**src/rtl/bus_err_drain.sv**
```systemverilog
// Drains the bus error FIFO one record at a time into a software-visible holding register.
// Also keeps a saturating error total and a sticky overflow flag, and raises a coalesced interrupt.
module bus_err_drain #(
  parameter int unsigned AddrWidth     = 48,
  parameter int unsigned MetaDataWidth = 1,
  parameter int unsigned ErrBits       = 3,
  parameter int unsigned CntWidth      = 16,
  parameter int unsigned TimeoutWidth  = 16
) (
  input  logic                     clk_i,
  input  logic                     rst_i,
  input  logic                     err_irq_i,
  input  logic [ErrBits-1:0]       err_code_i,
  input  logic [AddrWidth-1:0]     err_addr_i,
  input  logic [MetaDataWidth-1:0] err_meta_i,
  input  logic                     err_fifo_overflow_i,
  output logic                     err_fifo_pop_o,
  output logic                     entry_valid_o,
  output logic [ErrBits-1:0]       entry_code_o,
  output logic [AddrWidth-1:0]     entry_addr_o,
  output logic [MetaDataWidth-1:0] entry_meta_o,
  input  logic                     sw_ack_i,
  input  logic                     clear_i,
  input  logic                     irq_clr_i,
  input  logic [CntWidth-1:0]      coalesce_thresh_i,
  input  logic [TimeoutWidth-1:0]  timeout_i,
  output logic [CntWidth-1:0]      err_count_o,
  output logic                     overflow_o,
  output logic                     irq_o
);

  typedef enum logic [1:0] {
    IDLE  = 2'd0,
    HOLD  = 2'd1,
    FLUSH = 2'd2
  } state_e;

  localparam logic [CntWidth-1:0] CntMax = '1;
  localparam logic [CntWidth-1:0] CntOne = CntWidth'(1);

  state_e                   state_q, state_d;
  logic                     pop, capture;
  logic                     valid_q;
  logic [ErrBits-1:0]       code_q;
  logic [AddrWidth-1:0]     addr_q;
  logic [MetaDataWidth-1:0] meta_q;
  logic [CntWidth-1:0]      count_q, pending_q;
  logic [TimeoutWidth-1:0]  timer_q;
  logic                     irq_q, ovf_q;
  logic [CntWidth-1:0]      thresh_eff;
  logic                     irq_set;

  // NOTE: every output of this block gets a default first, so no path can infer a latch.
  always_comb begin
    state_d = state_q;
    pop     = 1'b0;
    capture = 1'b0;
    if (clear_i) begin
      state_d = FLUSH;
    end else begin
      unique case (state_q)
        IDLE: begin
          if (err_irq_i) begin
            pop     = 1'b1;
            capture = 1'b1;
            state_d = HOLD;
          end
        end
        HOLD: begin
          if (sw_ack_i) state_d = IDLE;
        end
        FLUSH: begin
          if (err_irq_i) pop = 1'b1;
          else           state_d = IDLE;
        end
        default: state_d = IDLE;
      endcase
    end
  end

  // Reset forces IDLE, where err_irq_i alone would otherwise produce a pop.
  assign err_fifo_pop_o = pop & ~rst_i;

  assign thresh_eff = (coalesce_thresh_i == '0) ? CntOne : coalesce_thresh_i;
  assign irq_set    = (pending_q >= thresh_eff) ||
                      ((timeout_i != '0) && (pending_q != '0) && (timer_q >= timeout_i));

  // NOTE: sequential state uses non-blocking assignments so all flops update from pre-edge values.
  always_ff @(posedge clk_i or posedge rst_i) begin
    if (rst_i) begin
      state_q <= IDLE;
    end else begin
      state_q <= state_d;
    end
  end

  // Holding register is software-visible, so its fields are reset along with the control state.
  always_ff @(posedge clk_i or posedge rst_i) begin
    if (rst_i) begin
      valid_q <= 1'b0;
      code_q  <= '0;
      addr_q  <= '0;
      meta_q  <= '0;
    end else if (clear_i) begin
      valid_q <= 1'b0;
    end else if (capture) begin
      valid_q <= 1'b1;
      code_q  <= err_code_i;
      addr_q  <= err_addr_i;
      meta_q  <= err_meta_i;
    end else if ((state_q == HOLD) && sw_ack_i) begin
      valid_q <= 1'b0;
    end
  end

  always_ff @(posedge clk_i or posedge rst_i) begin
    if (rst_i) begin
      count_q <= '0;
    end else if (clear_i) begin
      count_q <= '0;
    end else if (capture && (count_q != CntMax)) begin
      count_q <= count_q + CntOne;
    end
  end

  // An acknowledge that coincides with a capture leaves exactly that new error pending.
  always_ff @(posedge clk_i or posedge rst_i) begin
    if (rst_i) begin
      pending_q <= '0;
    end else if (clear_i) begin
      pending_q <= '0;
    end else if (irq_clr_i) begin
      pending_q <= capture ? CntOne : '0;
    end else if (capture && (pending_q != CntMax)) begin
      pending_q <= pending_q + CntOne;
    end
  end

  always_ff @(posedge clk_i or posedge rst_i) begin
    if (rst_i) begin
      timer_q <= '0;
    end else if (clear_i || irq_clr_i || (pending_q == '0) || irq_q) begin
      timer_q <= '0;
    end else if (timer_q < timeout_i) begin
      timer_q <= timer_q + TimeoutWidth'(1);
    end
  end

  always_ff @(posedge clk_i or posedge rst_i) begin
    if (rst_i) begin
      irq_q <= 1'b0;
      ovf_q <= 1'b0;
    end else if (clear_i) begin
      irq_q <= 1'b0;
      ovf_q <= 1'b0;
    end else begin
      if (irq_clr_i)    irq_q <= 1'b0;
      else if (irq_set) irq_q <= 1'b1;
      if (err_fifo_overflow_i) ovf_q <= 1'b1;
    end
  end

  assign entry_valid_o = valid_q;
  assign entry_code_o  = code_q;
  assign entry_addr_o  = addr_q;
  assign entry_meta_o  = meta_q;
  assign err_count_o   = count_q;
  assign overflow_o    = ovf_q;
  assign irq_o         = irq_q;

endmodule

```
**config.mk**
```make
export PLATFORM = sky130hd
export DESIGN_NAME = bus_err_drain
export DESIGN_NICKNAME = d
export VERILOG_FILES = /design/src/rtl/bus_err_drain.sv
export SDC_FILE = /design/constraint.sdc
export NUM_CORES = 1
export LEC_CHECK = 0
export BUFFER_PORTS_ARGS = -buffer_cell sky130_fd_sc_hd__buf_2
export CORE_MARGIN = 2
export CORE_UTILIZATION = 55
export DETAILED_ROUTE_END_ITERATION = 8
export PLACE_DENSITY = 0.86
export SLEW_MARGIN = 20
export SYNTH_ARGS = -nofsm -noshare
export SYNTH_HDL_FRONTEND = slang
export SYNTH_SLANG_ARGS = --single-unit
```
**constraint.sdc**
```tcl
create_clock -name clk_i -period 9.4 [get_ports clk_i]
set_input_delay 1.88 -clock clk_i [delete_from_list [all_inputs] [get_ports clk_i]]
set_output_delay 1.88 -clock clk_i [all_outputs]
set_load 0.005 [all_outputs]
```
==> impl_results.md <==
* Most common cell after layout, fill and taps aside: nand2_1
* Primary FF master, synth: dfrtp_1
* RSZ-0062 raised after global routing: false
* Vias at 5002
* Synthesis-to-finish area growth at 21.0%
* Max IR drop VDD at 0.129 mV
* Core box area at 9770 um^2
* Largest net degree at the start of global routing at 64
* Initial Util at 0.566
* Post-CTS Setup Bufs at 0
* Number of synthesized flops with an enable pin at 0
* # DRC at 0
* Status: completed
* Final instance area at 6690 um^2
* Final period util at 0.477
* Worst-skew pair later-pin latency at 0.35 ns
* WP buf/inv at 2
* Crit end category: primary output
* Mapped Cells at 633
* Number of global-route vias before repair at 5084
* PostCTS Resize Cnt at 0
* # port buffers at 162
* Hold Fails Final Rpt at 0
* Critical path's largest stage delay at 0.32 ns
* Worst-Margin Slew at 0.765 ns
* Most frequent CP cell: buf_2
* Leakage at 3.55 nW
* Fin Setup TNS at 0 ns
* Hold Crit Depth at 2
* Worst EP arrival at 2.60 ns
* Layout cells sized above 1 at 0.242
* Slowest-stage cell, CP: nor4b_1
* Synth area leaders: dfrtp_1, nand2_1, ha_1, nor2_1, inv_1
* Critical Path Start Type: input pin
* Boundary Pins at 163
* Final WL at 13.2 mm
* CP required at 7.52 ns
* Min-Delay Path Class: flop to flop
* Final Util at 0.685
* First-pass GRT wire length at 22.5 mm
* Commonest non-fill, non-tap cells in the layout: nand2_1, buf_2, dfrtp_1, nor2_1, inv_1
* Clock root cell: clkbuf_8
* DR vias/cell at 5.40
* Initial antenna violation count at 0
* Critical Path Stages at 3
* Clk_skew at 0.0103 ns
* Number of diodes at 0
* H-tree levels at 3
* DIE AREA at 10900 um^2
* Post-synth top area cell: dfrtp_1
* Avg Inst Size Synth at 8.74 um^2
* Achievable Freq at 223 MHz
* Power, Total at 0.00101 W
* Reg2Reg Depth at 7
* Initial drt markers at 214
* Register area share after synthesis at 0.475
* DR pass1 iterations at 4
* Die height at 104 um
* Num rows at 36
* Worst slew margin at 0.490
* Max_cap viols at 0
* Clock sink count at 105
* Synthesized Nets at 760
* Setup Viol. Count Final at 0
* Slew Limit Fails at 0
* WHS at 0.478 ns
* CP Max Fanout at 25
* Period minus WS final at 4.48 ns
* Filler Cell Count at 766
* Pwr Density at 151 nW/um^2
* HPWL Detailed at 9.82 mm
* Crit path kind: input pin to primary output
* Die W at 104 um
* Async SR Flop Fraction at 1.00
* Yosys top cell area share at 0.475
* Antenna Nets Post-Route at 0
* GPL Wtd Cong at 0.853
* Routed length per instance at 14.3 um
* Fin nets at 916
* CTS Buf Count at 9
* Global-route usage over all layers at 0.250
* Post-CTS Hold Buffers at 0
* Placed inst area at 6450 um^2
* Delay-heaviest family, CP: buffers and inverters
* Synth warn at 0
* Crit path cell chain: buf_2 > nor4b_1 > buf_2
* Post-synth cell types at 48
* Worst-path clk slew at 0.09 ns
* CTS tree: built
* Clk buf depth at 2
* Mapped Area at 5530 um^2
* GRT overflow at 0
* Yosys reg bits at 105
cell type report:
class                           instances  area (um^2)  share of cell area
Clock buffer                           10          138              0.0206
Clock inverter                          6          105              0.0157
Inverter                               45          171              0.0256
Multi-Input combinational cell        464         2660               0.397
Sequential cell                       105         2630               0.393
Tap cell                              133          166              0.0249
Timing Repair Buffer                  164          826               0.123
final timing paths:
path | from | end | slack, ns
worst max-delay path | clear_i | err_fifo_pop_o | 4.92
worst min-delay path | entry_addr_o[23] | entry_addr_o[23] | 0.48
worst max register to register | state_q[1] | pending_q[9] | 6.87
worst min register to register | entry_addr_o[23] | entry_addr_o[23] | 0.48
max in group asynchronous | rst_i | pending_q[13] | 6.67
min in group asynchronous | rst_i | err_count_o[8] | 1.57
routing by layer:
layer,share of wire,up-vias,global-route usage,routed length [um]
met2,0.51,168,0.432,6680
met1,0.43,2383,0.312,5660
met3,0.055,16,0.0464,732
met4,0.012,0,0.0907,155
li1,-,2435,-,-
met5,0,-,0,0
sequential cells by signal (all words and copies together), names as in the netlist:
name           cells
entry_addr_o      48
entry_code_o       3
entry_meta_o       1
entry_valid_o      1
err_count_o       16
irq_o              1
overflow_o         1
pending_q         16
state_q            2
timer_q           16
worst min-delay path, delay by kind of cell (launching register included):
family / cells / cell delay [ns]
DFF: 1 / 0.35
and+or+nand+nor: 2 / 0.10
through the flow:
step	worst slack [ns]	std cells
after global placement	4.91	911
after detailed placement	4.90	911
after CTS	4.90	927
after global routing	4.86	927
after floorplan	4.76	633
final	4.92	927
where the power goes:
group,internal (W),leakage [nW],switching [W]
combinational,0.0000712,2.04,0.0000820
sequential,0.000499,1.38,0.0000265
clock,0.000183,0.126,0.000147
cells by family after synthesis:
group | synth area share
buffers and inverters | 0.0461
adder cells (fa/ha/maj) | 0.0814
XOR/XNOR | 0.0428
AO/OA/AOI/OAI | 0.0715
AND/OR/NAND/NOR | 0.278
multiplexers | 0.00565
flip-flops | 0.475
cell usage after synthesis, types with 4 or more instances:
cell,n
or3_1,6
or4_1,7
nor2_1,56
o211ai_1,4
xor2_1,18
o31ai_1,6
nor3_1,8
clkbuf_1,13
inv_1,45
ha_1,36
nand4_1,22
dfrtp_1,105
a21oi_1,19
o21ai_0,13
nand2_1,186
nor4_1,12
xnor2_1,9
buf_1,4
nand3_1,11
Note: power is estimated with default switching activity, not from simulation.
